**config.mk**
```make
export PLATFORM = sky130hd
export DESIGN_NAME = commit_aligner
export DESIGN_NICKNAME = d
export VERILOG_FILES = /design/src/rtl/commit_aligner.sv
export SDC_FILE = /design/constraint.sdc
export NUM_CORES = 1
export LEC_CHECK = 0
export ABC_CLOCK_PERIOD_IN_PS = 36800
export CORE_MARGIN = 2
export CORE_UTILIZATION = 60
export DETAILED_ROUTE_END_ITERATION = 7
export PLACE_DENSITY = 0.93
export SYNTH_ARGS = -nofsm -noshare
export SYNTH_HDL_FRONTEND = slang
export SYNTH_SLANG_ARGS = --single-unit
```
**constraint.sdc**
```tcl
create_clock -name clock -period 36.8 [get_ports clock]
set_input_delay 3.68 -clock clock [delete_from_list [all_inputs] [get_ports clock]]
set_output_delay 3.68 -clock clock [all_outputs]
set_load 0.005 [all_outputs]
```
**src/rtl/commit_aligner.sv**
```systemverilog
// commit_aligner: aligns DUT and reference commit streams through per-side FIFOs and compares them pairwise.
// Optional watchdog enabled by defining COMMIT_ALIGNER_TIMEOUT_EN.
module commit_aligner #(
    parameter int DEPTH   = 4,
    parameter int TIMEOUT = 16
) (
    input  logic        clock,
    input  logic        reset,
    input  logic        dut_valid,
    input  logic [63:0] dut_pc,
    input  logic [4:0]  dut_rd_addr,
    input  logic [63:0] dut_rd_wdata,
    input  logic        ref_valid,
    input  logic [63:0] ref_pc,
    input  logic [4:0]  ref_rd_addr,
    input  logic [63:0] ref_rd_wdata,
    output logic        mismatch,
    output logic [1:0]  mismatch_field,
    output logic [63:0] mismatch_pc,
    output logic        overflow,
    output logic        timeout,
    output logic [31:0] compared_count,
    output logic [1:0]  state
);
    localparam int AW = $clog2(DEPTH);
    typedef enum logic [1:0] {IDLE = 2'b00, PENDING = 2'b01, FAIL = 2'b10} state_t;
    state_t state_q, state_n;
    logic [132:0] d_mem [DEPTH];
    logic [132:0] r_mem [DEPTH];
    logic [AW:0] d_wp, d_rp, r_wp, r_rp, d_wp_n, d_rp_n, r_wp_n, r_rp_n;
    logic d_empty, r_empty, d_full, r_full, pop, d_push, r_push, drop, timeout_n;
    logic [132:0] d_head, r_head;
    logic [1:0] field;

    assign d_empty = d_wp == d_rp;
    assign r_empty = r_wp == r_rp;
    assign d_full  = (d_wp ^ d_rp) == {1'b1, {AW{1'b0}}};
    assign r_full  = (r_wp ^ r_rp) == {1'b1, {AW{1'b0}}};
    assign pop     = !d_empty && !r_empty;
    assign d_push  = dut_valid && (!d_full || pop);
    assign r_push  = ref_valid && (!r_full || pop);
    assign drop    = (dut_valid && d_full && !pop) || (ref_valid && r_full && !pop);
    assign d_head  = d_mem[d_rp[AW-1:0]];
    assign r_head  = r_mem[r_rp[AW-1:0]];
    assign field   = (d_head[132:69] != r_head[132:69]) ? 2'b01 :
                     (d_head[68:64] != r_head[68:64]) ? 2'b10 :
                     (d_head[68:64] != 5'd0 && d_head[63:0] != r_head[63:0]) ? 2'b11 : 2'b00;
    assign state   = state_q;

    // next pointer values, shared by the registers and the next-state logic
    always_comb begin
        d_wp_n = d_wp + {{AW{1'b0}}, d_push};
        r_wp_n = r_wp + {{AW{1'b0}}, r_push};
        d_rp_n = d_rp + {{AW{1'b0}}, pop};
        r_rp_n = r_rp + {{AW{1'b0}}, pop};
    end

    // FIFO storage; contents are qualified by the pointers so no reset is needed
    always_ff @(posedge clock) begin
        if (d_push) d_mem[d_wp[AW-1:0]] <= {dut_pc, dut_rd_addr, dut_rd_wdata};
        if (r_push) r_mem[r_wp[AW-1:0]] <= {ref_pc, ref_rd_addr, ref_rd_wdata};
    end

    // pointers, compare results and sticky flags
    always_ff @(posedge clock or posedge reset) begin
        if (reset) begin
            d_wp           <= '0;
            d_rp           <= '0;
            r_wp           <= '0;
            r_rp           <= '0;
            mismatch       <= 1'b0;
            mismatch_field <= 2'b00;
            mismatch_pc    <= '0;
            overflow       <= 1'b0;
            compared_count <= '0;
        end else begin
            d_wp <= d_wp_n;
            d_rp <= d_rp_n;
            r_wp <= r_wp_n;
            r_rp <= r_rp_n;
            if (pop && compared_count != '1) compared_count <= compared_count + 32'd1;
            if (pop && field != 2'b00 && !mismatch) begin
                mismatch       <= 1'b1;
                mismatch_field <= field;
                mismatch_pc    <= d_head[132:69];
            end
            if (drop) overflow <= 1'b1;
        end
    end

`ifdef COMMIT_ALIGNER_TIMEOUT_EN
    localparam int WW = $clog2(TIMEOUT + 1);
    logic [WW-1:0] wd, wd_n;
    assign wd_n      = (pop || (d_empty && r_empty)) ? '0 : (wd == WW'(TIMEOUT)) ? wd : wd + WW'(1);
    assign timeout_n = timeout || (wd_n == WW'(TIMEOUT));

    // watchdog counts cycles where exactly one side holds entries
    always_ff @(posedge clock or posedge reset) begin
        if (reset) begin
            wd      <= '0;
            timeout <= 1'b0;
        end else begin
            wd      <= wd_n;
            timeout <= timeout_n;
        end
    end
`else
    assign timeout   = TIMEOUT < 0;
    assign timeout_n = 1'b0;
`endif

    // state register
    always_ff @(posedge clock or posedge reset) begin
        if (reset) state_q <= IDLE;
        else       state_q <= state_n;
    end

    // next state follows the post-edge flags and occupancy; FAIL is absorbing
    always_comb begin
        state_n = state_q;
        if (state_q == FAIL || mismatch || overflow || timeout_n || drop || (pop && field != 2'b00))
            state_n = FAIL;
        else
            state_n = (d_wp_n == d_rp_n && r_wp_n == r_rp_n) ? IDLE : PENDING;
    end
endmodule

```
==> impl_metrics.env, run 1 <==
export IMPL_final_common_cell="edfxtp_1"
export IMPL_finalClockSkew_ns=0.02833
export IMPL_worstSetupStartpointType="flop"
export IMPL_synth_xor_area_share_pct=3.484
export IMPL_worst_pin_slew_ns=1.104
export IMPL_antenna_found_initial=42
export IMPL_start_util_pct=60.91
export IMPL_hold_viol_final=0
export IMPL_syn_avg_cell_area_um2=21.09
export IMPL_synth_area_leaders="edfxtp_1 70%, mux4_2 13%, dfrtp_1 6.3%"
export IMPL_syn2layout_area_growth_pct=18.12
export IMPL_worstSetupPathType="flop to flop"
export IMPL_final_cell_mix="1064 x edfxtp_1, 371 x clkdlybuf4s50_1, 266 x mux4_2"
export IMPL_clkTransAtPathRegs_ns=0.06
export IMPL_ctsHtreeMaxLevel=3
export IMPL_fillers=3933
export IMPL_wirelength_um=116900
export IMPL_post_cts_setup_buffers=0
export IMPL_route_detailed_drc=0
export IMPL_postSynthCellCount=2157
export IMPL_pin_count=373
export IMPL_cts_tree="built"
export IMPL_die_y_um=279.4
export IMPL_setup_tns_ns=0
export IMPL_setup_violations=0
export IMPL_gp_congestion=0.8586
export IMPL_dieWidth_um=279.4
export IMPL_cts_hold_buf=0
export IMPL_vias_per_cell=6.666
export IMPL_holdWs_ns=0.5005
export IMPL_synth_largest_area_cell="edfxtp_1"
export IMPL_grt_pass1_vias=24800
export IMPL_clk_path_buf_depth=3
export IMPL_synthesis_nets=2436
export IMPL_dieArea_um2=78050
export IMPL_ys_types=41
export IMPL_slew_headroom_pct=26.40
export IMPL_drv_slew=0
export IMPL_layout_drive_gt1_share_pct=17.76
export IMPL_synth_top_family_by_area="multiplexers"
export IMPL_synthMuxAreaShare_pct=13.19
export IMPL_grt_usage_pct=30.17
export IMPL_vias=24310
export IMPL_grt_setup_unrepaired="false"
export IMPL_arrival_ns=7.24
export IMPL_hold_class="flop to flop"
export IMPL_num_rows=100
export IMPL_end_kind="flop"
export IMPL_root_buffer="clkbuf_16"
export IMPL_coreArea_um2=74700
export IMPL_status="finished clean"
export IMPL_synth_seq_cells=1178
export IMPL_hpwl_um=70450
export IMPL_finalCritPeriodShare_pct=18.27
export IMPL_drt_iter0_markers=3465
export IMPL_ys_seq_area_share_pct=76.50
export IMPL_grt_overflow_total=0
export IMPL_portBuffers=371
export IMPL_synth_compound_gate_area_share_pct=2.541
export IMPL_avgRoutedWirePerCell_um=32.04
export IMPL_synth_edf_count=1064
export IMPL_synth_fa_ha_area_share_pct=0.2475
export IMPL_power_density_nw_per_um2=80.51
export IMPL_power_mw=4.327
export IMPL_synth_simple_area_share_pct=2.643
export IMPL_synth_main_ff_cell="edfxtp_1"
export IMPL_grt_max_degree=134
export IMPL_antenna_left=0
export IMPL_path_max_fanout=66
export IMPL_fmax_mhz=148.7
export IMPL_cp_required_ns=37.32
export IMPL_grt_first_pass_wirelength_um=169100
export IMPL_numCtsBuffers=111
export IMPL_cts_resized_gates=0
export IMPL_first_pass_iters=6
export IMPL_maxCapViolations=0
export IMPL_clk_latency_ns=0.68
export IMPL_fin_crit_ns=6.723
export IMPL_synthDominantCellAreaShare_pct=70.23
export IMPL_yosysWarnings=0
export IMPL_syn_area_um2=45500
export IMPL_synthArstFlopShare_pct=9.677
export IMPL_cts_sinks=1178
export IMPL_power_leakage_nw=17.61
export IMPL_ir_drop_mv=0.05494
export IMPL_nNetsFinal=2841
==> per-stage QoR <==
step	worst slack (ns)	utilization (%)	cells	instance area, um2
floorplan	22.45	-	2157	45500
global placement	30.51	67.21	3418	50200
detailed placement	30.30	67.21	3418	50200
CTS	30.24	71.88	3626	53690
global route	29.91	71.92	3638	53720
finish	30.08	71.95	3647	53740
==> cell type report <==
class / instances / area (um2) / share of cell area, %
Sequential cell: 1178 / 34820 / 64.79
Multi-Input combinational cell: 859 / 10150 / 18.88
Timing Repair Buffer: 402 / 3984 / 7.413
Clock buffer: 147 / 2964 / 5.515
Tap cell: 969 / 1212 / 2.256
Clock inverter: 61 / 525.5 / 0.9778
Antenna cell: 21 / 52.55 / 0.09778
Inverter: 10 / 40.04 / 0.07450
==> power breakdown <==
group          internal, mW  switching, mW
Combinational         0.558          0.723
Clock                 0.622          0.480
Sequential             1.78          0.159
Total                  2.96           1.36
==> critical path, cell delays in order (launching register included) <==
cell	delay, ns
dfrtp_4	0.75
buf_4	0.71
buf_4	0.83
mux4_2	0.44
xor2_1	0.18
nor4_1	0.57
nand4_1	0.41
nor4_4	0.24
buf_4	0.71
o211a_2	0.80
buf_4	0.53
o211ai_1	0.22
==> per-layer routing <==
metal,wire (um),GRT usage [%]
met1,38450,36.97
met2,60340,51.20
met3,12970,8.390
met4,4801,12.27
met5,294,0
==> cells in the mapped netlist (19+ instances only) <==
cell type  instances
nand3_1           19
buf_2             25
nand2_1          145
xor2_1           152
clkbuf_1          47
xnor2_1           29
dfrtp_1          114
edfxtp_1        1064
o211ai_1          65
nor4_1            34
o2111ai_1         66
mux4_2           266
==> state kept, by name, indices dropped and copies added, names as in the netlist <==
register and cells:
d_mem 532, d_rp 3, mismatch 1, r_wp 3
r_rp 3, r_mem 532, compared_count 32, d_wp 3
mismatch_field 2, state 2, overflow 1, mismatch_pc 64
==> cells by family (layout without fill, tap and decap cells) <==
kind of cell	after synthesis	in the layout
AO/OA/AOI/OAI	143	143
other	1	22
adder cells (fa/ha/maj)	9	9
multiplexers	267	267
XOR/XNOR	181	181
flip-flops	1178	1178
AND/OR/NAND/NOR	258	258
buffers and inverters	120	620
==> worst paths after layout <==
| kind | startpoint | to | slack, ns | cells after the start |
|---|---|---|---|---|
| worst max-delay path | r_rp[1]$_DFF_PP0_ | mismatch_pc[3]$_DFFE_PP0P_ | 30.08 | 11 |
| worst min-delay path | compared_count[30]$_DFFE_PP0P_ | compared_count[30]$_DFFE_PP0P_ | 0.50 | 1 |
| worst max register to register | r_rp[1]$_DFF_PP0_ | mismatch_pc[3]$_DFFE_PP0P_ | 30.08 | 11 |
| worst min register to register | compared_count[30]$_DFFE_PP0P_ | compared_count[30]$_DFFE_PP0P_ | 0.50 | 1 |
| max in group asynchronous | reset | mismatch_pc[10]$_DFFE_PP0P_ | 31.96 | 3 |
| min in group asynchronous | reset | compared_count[17]$_DFFE_PP0P_ | 3.45 | 2 |
(Power assumes the default switching activity.)
==> run 2, diff against run 1 <==
==> config.mk (replaced) <==
export PLATFORM = sky130hd
export DESIGN_NAME = commit_aligner
export DESIGN_NICKNAME = d
export VERILOG_FILES = /design/src/rtl/commit_aligner.sv
export SDC_FILE = /design/constraint.sdc
export NUM_CORES = 1
export LEC_CHECK = 0
export ABC_CLOCK_PERIOD_IN_PS = 6200
export CORE_MARGIN = 2
export CORE_UTILIZATION = 58
export DETAILED_ROUTE_END_ITERATION = 7
export PLACE_DENSITY = 0.91
export SYNTH_ARGS = -nofsm -noshare
export SYNTH_HDL_FRONTEND = slang
export SYNTH_SLANG_ARGS = --single-unit
==> constraint.sdc (replaced) <==
create_clock -name clock -period 6.2 [get_ports clock]
set_input_delay 0.62 -clock clock [delete_from_list [all_inputs] [get_ports clock]]
set_output_delay 0.62 -clock clock [all_outputs]
set_load 0.005 [all_outputs]
==> run 2 against run 1 <==
  * Register-to-register slack worse by 29 ns
  * Setup slack worse by 29 ns
  * Hold slack worse by 0.097 ns
  * Utilization fell by 2.3 points
  * Sequential cell count did not move
  * Critical path type unchanged
  * Highest routed layer unchanged
==> impl_metrics.env, run 2 (synthesis gave the netlist of run 1 again) <==
export IMPL_setup_violations=0
export IMPL_end_kind="flop"
export IMPL_grt_first_pass_wirelength_um=170000
export IMPL_dieWidth_um=284.1
export IMPL_wirelength_um=118500
export IMPL_num_rows=102
export IMPL_hold_class="input port to asynchronous set/reset pin"
export IMPL_grt_pass1_vias=25210
export IMPL_avgRoutedWirePerCell_um=31.86
export IMPL_coreArea_um2=77590
export IMPL_maxCapViolations=0
export IMPL_place_area_um2=50510
export IMPL_drv_slew=0
export IMPL_status="finished clean"
export IMPL_fillers=4452
export IMPL_cts_resized_gates=0
export IMPL_finalCritPeriodShare_pct=81.27
export IMPL_layout_drive_gt1_share_pct=17.84
export IMPL_nNetsFinal=2851
export IMPL_hold_viol_final=0
export IMPL_gp_congestion=0.8710
export IMPL_drt_iter0_markers=3120
export IMPL_hpwl_um=70320
export IMPL_dieArea_um2=80700
export IMPL_worstSetupPathType="flop to flop"
export IMPL_crit_reg2reg_launch="r_rp[0]$_DFF_PP0_"
export IMPL_r2r_end="mismatch_pc[17]$_DFFE_PP0P_"
export IMPL_portBuffers=371
export IMPL_setup_tns_ns=0
export IMPL_grt_overflow_total=0
export IMPL_ir_drop_mv=0.4528
export IMPL_route_detailed_drc=0
export IMPL_cts_tree="built"
export IMPL_ctsHtreeMaxLevel=3
export IMPL_grt_usage_pct=29.00
export IMPL_arrival_ns=5.58
export IMPL_power_density_nw_per_um2=479.9
export IMPL_post_cts_setup_buffers=0
export IMPL_fin_crit_ns=5.039
export IMPL_path_max_fanout=32
export IMPL_pin_count=373
export IMPL_dp_slack_ns=1.417
export IMPL_holdWs_ns=0.4035
export IMPL_rr_worst_depth=9
export IMPL_cts_hold_buf=0
export IMPL_clk_path_buf_depth=3
export IMPL_power_leakage_nw=17.72
export IMPL_slew_headroom_pct=14.99
export IMPL_start_util_pct=58.63
export IMPL_cp_required_ns=6.75
export IMPL_antenna_left=0
export IMPL_antenna_found_initial=40
export IMPL_timing_final_ws_setup_ns=1.161
export IMPL_vias=24500
export IMPL_seqCellArea_um2=34820
export IMPL_syn2layout_area_growth_pct=18.87
export IMPL_power_mw=25.95
export IMPL_vias_per_cell=6.587
export IMPL_grt_max_degree=85
export IMPL_clk_latency_ns=0.70
export IMPL_grt_setup_unrepaired="false"
export IMPL_worst_pin_slew_ns=1.272
export IMPL_multi_input_area_um2=10160
export IMPL_worstSetupStartpointType="flop"
export IMPL_fmax_mhz=198.5
export IMPL_final_cell_mix="1064 x edfxtp_1, 371 x clkdlybuf4s50_1, 266 x mux4_2"
export IMPL_cts_sinks=1178
export IMPL_final_common_cell="edfxtp_1"
export IMPL_finalClockSkew_ns=0.03704
export IMPL_stdcell_area_um2=54080
export IMPL_numCtsBuffers=114
export IMPL_rrSetupSlack_ns=1.16
export IMPL_die_y_um=284.1
export IMPL_clkTransAtPathRegs_ns=0.06
export IMPL_first_pass_iters=6
export IMPL_root_buffer="clkbuf_16"
run 2: stage by stage:
stage                     utilization, %  instances
after floorplan                        -       2157
after global placement             65.10       3496
after detailed placement           65.10       3496
after CTS                          69.64       3703
after global routing               69.67       3712
final                              69.70       3720
run 2: area by class of cell:
type	instances	area share (%)
flip-flops and latches	1178	64.38
multi-input cells	859	18.80
repair buffers	409	7.741
clock buffers	158	5.712
well taps	1040	2.406
clock inverters	49	0.8120
diodes	17	0.07866
inverters	10	0.07403
run 2: worst max-delay path by stage:
stage	from	depth (start not counted)	to	slack, ns
floorplan	r_rp[1]$_DFF_PP0_	8	r_mem[0][0]$_DFFE_PP_	-1.06
global placement	r_rp[0]$_DFF_PP0_	9	mismatch_pc[37]$_DFFE_PP0P_	1.52
detailed placement	r_rp[0]$_DFF_PP0_	9	mismatch_pc[46]$_DFFE_PP0P_	1.42
CTS	r_rp[0]$_DFF_PP0_	9	mismatch_pc[17]$_DFFE_PP0P_	1.35
global route	r_rp[0]$_DFF_PP0_	9	mismatch_pc[40]$_DFFE_PP0P_	1.03
finish	r_rp[0]$_DFF_PP0_	9	mismatch_pc[17]$_DFFE_PP0P_	1.16
run 2: worst max-delay path, stage by stage, from the launching register on:
cell and delay [ns]:
dfrtp_4 0.89, buf_4 0.49, mux4_2 0.59, xor2_1 0.18
nor4_1 0.61, nand4_1 0.44, nor4_4 0.30, o211a_2 0.78
buf_4 0.39, o211ai_1 0.17
run 2: report_power, final:
part	leakage [nW]	internal [mW]	switching (mW)	total, mW
logic	4.79	3.41	4.39	7.80
clock network	1.71	3.72	2.92	6.64
registers	11.2	10.6	0.944	11.5
run 2: routing by layer:
metal / global-route usage (%) / up-vias / routed length [um]
met1: 34.70 / 12580 / 38210
li1: - / 9739 / -
met3: 9.751 / 371 / 13820
met2: 49.25 / 1767 / 61330
met4: 10.63 / 48 / 4856
met5: 0 / - / 323
